$ cat src/rtl/xor_share_arbiter.sv
// Round-robin arbiter sharing one WIDTH-bit XOR datapath among four requesters; 1-cycle registered result.
// Backpressure: req_ready is zero unless the result slot is empty or being drained this cycle.
// Optional out_parity register enabled by defining XOR_ARB_PARITY_EN.
module xor_share_arbiter #(
    parameter int WIDTH = 8
) (
    input  logic               clk,
    input  logic               rst_n,
    input  logic [3:0]         req_valid,
    input  logic [4*WIDTH-1:0] req_a,
    input  logic [4*WIDTH-1:0] req_b,
    output logic [3:0]         req_ready,
    output logic               out_valid,
    output logic [WIDTH-1:0]   out_data,
    output logic [1:0]         out_id,
`ifdef XOR_ARB_PARITY_EN
    output logic               out_parity,
`endif
    input  logic               out_ready
);

    typedef enum logic [1:0] {P0 = 2'd0, P1 = 2'd1, P2 = 2'd2, P3 = 2'd3} ptr_t;

    ptr_t             ptr, ptr_nxt;
    logic             slot_free;
    logic             gnt_any;
    logic             accept;
    logic [1:0]       gnt_id;
    logic [1:0]       idx;
    logic [WIDTH-1:0] sel_a, sel_b, xor_res;

    assign slot_free = !out_valid || out_ready;
    assign accept    = slot_free && gnt_any;

    always_ff @(posedge clk or negedge rst_n) begin
        if (!rst_n) ptr <= P0;
        else        ptr <= ptr_nxt;
    end

    // Walk the search order backwards so the earliest valid requester is the last to write.
    always_comb begin
        gnt_any   = 1'b0;
        gnt_id    = 2'(ptr);
        idx       = 2'd0;
        req_ready = 4'b0000;
        ptr_nxt   = ptr;
        for (int k = 3; k >= 0; k--) begin
            idx = 2'(ptr) + 2'(k);
            if (req_valid[idx]) begin
                gnt_any = 1'b1;
                gnt_id  = idx;
            end
        end
        if (rst_n && accept) begin
            req_ready = 4'b0001 << gnt_id;
            ptr_nxt   = ptr_t'(gnt_id + 2'd1);
        end
    end

    assign sel_a   = req_a[int'(gnt_id)*WIDTH +: WIDTH];
    assign sel_b   = req_b[int'(gnt_id)*WIDTH +: WIDTH];
    assign xor_res = sel_a ^ sel_b;

    always_ff @(posedge clk or negedge rst_n) begin
        if (!rst_n) begin
            out_valid <= 1'b0;
            out_data  <= '0;
            out_id    <= 2'd0;
        end else if (accept) begin
            out_valid <= 1'b1;
            out_data  <= xor_res;
            out_id    <= gnt_id;
        end else if (slot_free) begin
            out_valid <= 1'b0;
        end
    end

`ifdef XOR_ARB_PARITY_EN
    always_ff @(posedge clk or negedge rst_n) begin
        if (!rst_n)      out_parity <= 1'b0;
        else if (accept) out_parity <= ^xor_res;
    end
`endif

endmodule

$ cat config.mk
export PLATFORM = sky130hd
export DESIGN_NAME = xor_share_arbiter
export DESIGN_NICKNAME = d
export VERILOG_FILES = /design/src/rtl/xor_share_arbiter.sv
export SDC_FILE = /design/constraint.sdc
export NUM_CORES = 1
export LEC_CHECK = 0
export CAP_MARGIN = 20
export CORE_MARGIN = 2
export CORE_UTILIZATION = 32
export DETAILED_ROUTE_END_ITERATION = 8
export GPL_ROUTABILITY_DRIVEN = 0
export GPL_TIMING_DRIVEN = 0
export PLACE_DENSITY = 0.86
export SYNTH_ARGS = -nofsm -noshare
export SYNTH_HDL_FRONTEND = slang
export SYNTH_SLANG_ARGS = --single-unit
$ cat constraint.sdc
create_clock -name clk -period 2.7 [get_ports clk]
set_input_delay 0.675 -clock clk [delete_from_list [all_inputs] [get_ports clk]]
set_output_delay 0.675 -clock clk [all_outputs]
set_load 0.005 [all_outputs]
[Word-level counts from Yosys, hierarchy flattened]
Cells that the tools add are included.
Storage, ports and cells
  register bits: 13
  input bits: 71
  output and inout bits: 15
  word-level logic and storage cells: 40
Cells by class
  add/sub/neg operators: 4
  order comparisons: 4
  shift operators: 3
  muxes and demuxes: 19
  bitwise operators: 1
  reductions and logical operators: 5
Operator list (number)
  variable part select 32 x 6 -> 8 bit: 2
  < comparator 2 x 3 -> 1 bit (second input constant): 4
  2-to-1 mux 1 bit: 10
  binary-select mux 1 bit (select 2 bit): 4
  2-to-1 mux 2 bit: 4
  XOR 8 bit: 1
  adder 2 x 1 -> 2 bit (second input constant): 2
  adder 2 bit (second input constant): 2
  2-to-1 mux 4 bit: 1
  << shifter 1 x 2 -> 4 bit (first input constant): 1
  logical AND 1 bit: 2
  nonzero test 2 bit: 1
  zero test 1 bit: 1
  logical OR 1 bit: 1

[Logic depth before layout (Yosys ltp)]
  depth in word-level cells: 10
  mapped depth: 8
  depth with buffers taken out: 6

[Worst setup path after synthesis]
No wires, ideal clock.
  path type: input-to-output
  start: input req_valid[3]
  end: output req_ready[0]
  arrival: 2046 ps
  required time: 2025 ps
  setup slack: -21 ps
  stages on the path: 8
  buffers on the path: 2
  cell sequence: and3b_1 > or4_4 > buf_6 > nand2_8 > inv_6 > buf_2 > ha_1 > and3_1
On the way
  elaborated cells on any way between the ends: 20
  classes of those cells: shift (1); mux (17); reduce/logical (2)
RTL lines
  from (decl): line 9  | input logic [3:0] req_valid,
  binary-select mux 1 bit (select 2 bit): line 49  | if (req_valid[idx]) begin
  2-to-1 mux 1 bit (implied by the code): line 49
  2-to-1 mux 2 bit (3 in a row): line 49
  2-to-1 mux 2 bit (*): line 49
  named net gnt_id[1]: line 28  | logic [1:0] gnt_id;
  << shifter 1 x 2 -> 4 bit (*): line 55  | req_ready = 4'b0001 << gnt_id;
  2-to-1 mux 4 bit (*): line 54  | if (rst_n && accept) begin
  to (decl): line 12  | output logic [3:0] req_ready,
The timed path passes the listed nets; every way through them passes the cells marked *. The select of a mux whose other input is x is not followed.

[Final worst setup path]
  start: input req_valid[1]
  end: output req_ready[2]
The elaborated chain is that of the path after synthesis.

==> results summary <==
The flow ran to the end, but the final reports show violations. The final reports fail on setup timing. Leaving out fill and tap cells, the most frequent cells in the layout are sky130_fd_sc_hd__clkdlybuf4s50_1 (76), sky130_fd_sc_hd__xnor2_1 (16), sky130_fd_sc_hd__xor2_1 (16), sky130_fd_sc_hd__nand3_1 (16), sky130_fd_sc_hd__dfrtp_1 (12).

The nature of the critical path endpoint is a primary output. The clock drives 13 sinks. For this run, the number of Yosys warnings is 0.

The share of the clock period used by the worst path after layout is 102%. The total clock buffers created by CTS came out at 3. In this run the standard cell core region covers 3660 um2. The I/O pin count is 86.

The biggest area contributor in the post-synthesis netlist is sky130_fd_sc_hd__dfrtp_1. The class of the most critical hold timing path is in -> async. The most frequent standard cell in the layout excluding fill and tap cells is sky130_fd_sc_hd__clkdlybuf4s50_1. The initial antenna violation count is 0.

The clock period minus worst slack came out at 2.75 ns. The worst setup path is of the in -> out kind. On the critical path the largest part of the delay comes from simple AND/OR/NAND/NOR gates. The global routing stage identified its most utilized layer as met2. Using the TritonRoute via totals, the vias-per-cell ratio works out to 4.99.

The number of diodes added for antenna fixing came out at 0. The critical path starts at req_valid[1]. OpenSTA, run right after detailed placement, puts the worst setup slack at -1.14 ns.

The average footprint of a synthesized cell is between 9 and 10 um2. The area taken by multi-input logic gates came out at 888 um2. The total area of sequential cells is ~330 um2. Clock latency on the worst-skew pair, taken at its later pin, is 0.24 ns. The area fraction of the dominant cell type after synthesis is 26.8%. TritonCTS built the clock tree. Between clock sinks in the finished design, the worst skew comes to 0.00402 ns. Ranked by total cell area, the synthesized netlist is headed by sky130_fd_sc_hd__dfrtp_1 (27%), sky130_fd_sc_hd__xnor2_1 (12%), sky130_fd_sc_hd__xor2_1 (12%).

Relative to the synthesized area, the layout overhead comes to 88.0%. The number of failing hold endpoints at the final stage is 0. In this run the worst setup path terminates at req_ready[2]. The arrival time of data at the critical path endpoint is 2.08 ns. The total congestion overflow after global routing came out at 0. Entering global routing, the biggest net connects 19 pins. The critical path goes through dlygate4sd2_1 > or4_4 > nand2_8 > buf_6 > ha_4 > and3_4 > buf_6. The type of origin of the critical path is an input pin. Clock-pin slew was measured on the worst setup and hold paths at 0.06 ns. The number of different library cells used by synthesis comes to 31. The worst pin sits at a relative slew slack of 45.0%. At the end of the flow, the number of nets in the layout was 302. The aggregate negative setup slack is -0.141 ns. The global routing usage on met3 came out at 4.28%. The met2 usage came out at between 30% and 40%.

Once the floorplan was initialized, standard cells occupied 33.2% of the core. The critical-path maximum fanout is 4. The row count is 22. The total routing resource utilization after global routing is 17.6%.

The via count came out at between 1k and 1.5k. For this run, the share of the core covered by cells in the final layout is 62.3%. The buffers plus inverters on the worst setup path came out at 3. The height of the die is 65.6 um. Cells with a size suffix above 1 make up 15.0% of the layout. In the post-route analysis, the smallest setup slack over all paths is -0.0513 ns. The number of H-tree levels is 1. The sequential area share after synthesis came out at between 20% and 30%. At the pin with the least slew margin, the transition time is a little over 0.8 ns. The overall routed net length came out at ~3.7 mm. The flip-flop and latch count after synthesis came out at 13. Synthesis produced a netlist whose cell count is 130. Setup repair after global routing could not meet its margin everywhere. The number of DRC violations after detailed-routing iteration 0 is 65. No sink is reached through more buffers than the 2 on the longest clock path. For this design the static power due to leakage is 0.00101 uW. The number of I/O port buffers came out at 85. The total cell area at the placement stage is 2130 um2. The die is 65.6 um wide. In this run the remaining antenna-violating nets after routing total 0. The launch instance of the worst register-to-register path is ptr[1]$_DFFE_PN0P_. The critical path runs through a total of 7 cells.

The final routed wire length divided by cell count came out at 13.5 um. The data required time of the worst path came out at 2.03 ns. The die outline area is 4300 um2. The first detailed-routing pass ran for 4 iterations. Among the stages of the critical path, the cell type that occurs most often is sky130_fd_sc_hd__buf_6. The largest vdd supply drop came out at 0.000311 V. Summing all non-filler instances in the final layout gives an area of 2280 um2. For the worst flop-to-flop path, the logic depth is 7. The power density of the placed cells is 617 nW/um2. The detailed placement HPWL came out at 2.90 mm. The max-slew violation count came out at 0. The worst register-to-register path ends at out_data[3]$_DFFE_PN0P_. Across the run, the number of max-cap violations was 0. The reg2reg setup slack is 0.60 ns. The tree is rooted in a sky130_fd_sc_hd__clkbuf_8.

The via count of the first global-routing pass was 1301. The filler cell count is 314. Setup violations remaining at the end of the flow were counted as 4. The maximum clock frequency came out at 363 MHz. The number of nets in the synthesized netlist came out at 205.

For met1 alone, demand over resource in global routing was 20.6%. The area of the mapped netlist is 1210 um2. On the critical path, the stage with the largest delay is an instance of sky130_fd_sc_hd__or4_4. The DRC violations left came out at 0. The highest cell delay on the worst timing path came out at 0.55 ns. The global-route wire length before repair came out at 5.84 mm.
## kinds of logic (layout without fill, tap and decap cells)
kind of cell,after synthesis,after routing,share of synthesized area (%)
muxes,2,2,1.86
DFF,13,13,26.8
AOI/OAI and AO/OA,34,34,22.1
xor gates and xnor gates,32,32,23.1
buffers and inverters,8,104,4.23
adders and majority gates,4,4,4.12
and+or+nand+nor,37,37,17.8
## per-stage QoR
stage | hold slack [ns] | cells | power (uW)
finish | 0.472 | 274 | 1410
global route | 0.505 | 274 | 1520
CTS | 0.493 | 272 | 1390
detailed placement | 0.480 | 263 | 1140
global placement | 0.467 | 263 | 1120
floorplan | 0.379 | 130 | 755
## state kept, by name, summed over array words and instances (netlist names)
name / flops
out_valid: 1
out_data: 8
ptr: 2
out_id: 2
## report_power, final
part	switching, uW	internal (uW)
combinational	391	505
sequential	58.8	282
clock	68.1	104
total	518	891
## worst min path at each step
| stage | startpoint | cells after the start | slack, ns | endpoint |
|---|---|---|---|---|
| 2_1_floorplan | rst_n | 0 | 0.38 | out_data[0]$_DFFE_PN0P_ |
| 3_3_place_gp | out_id[1]$_DFFE_PN0P_ | 2 | 0.47 | out_id[1]$_DFFE_PN0P_ |
| 3_5_place_dp | out_id[0]$_DFFE_PN0P_ | 1 | 0.48 | out_id[0]$_DFFE_PN0P_ |
| 4_1_cts | out_id[0]$_DFFE_PN0P_ | 1 | 0.49 | out_id[0]$_DFFE_PN0P_ |
| 5_1_grt | out_id[0]$_DFFE_PN0P_ | 1 | 0.51 | out_id[0]$_DFFE_PN0P_ |
| 6_report | rst_n | 1 | 0.47 | out_data[2]$_DFFE_PN0P_ |
## per-layer routing
layer	wire, um	share of wire [%]
met5	0	0
met4	21	0.57
met3	303	8.2
met2	1940	53
met1	1420	38
## synthesized netlist by cell type (all sizes together)
cell type,count
a21oi,1
nor2b,3
nand3,17
clkbuf,2
o21bai,2
nor2,2
inv,3
xnor2,16
nand2,5
a21o,3
o21ai,11
mux2,2
nor3,1
nor4,1
ha,4
and2b,1
xor2,16
or4,1
o211a,8
dfrtp,13
nand2b,1
and3,4
and3b,1
a221o,8
buf,3
a31oi,1
## timing repair
item                                    4_1_cts  5_1_grt
hold buffers                                  0        0
buffers inserted                              6        3
endpoints found under the setup margin        4        4
pin swaps                                     1        3
gates resized for setup                      45        6
## cell type report
cell class	count	share of cell area, %
Multi-Input combinational cell	109	38.9
Buffer	3	0.822
Timing Repair Buffer	94	40.3
Sequential cell	13	14.3
Tap cell	48	2.63
Clock buffer	4	1.97
Inverter	3	1.04
(Power assumes the default switching activity.)
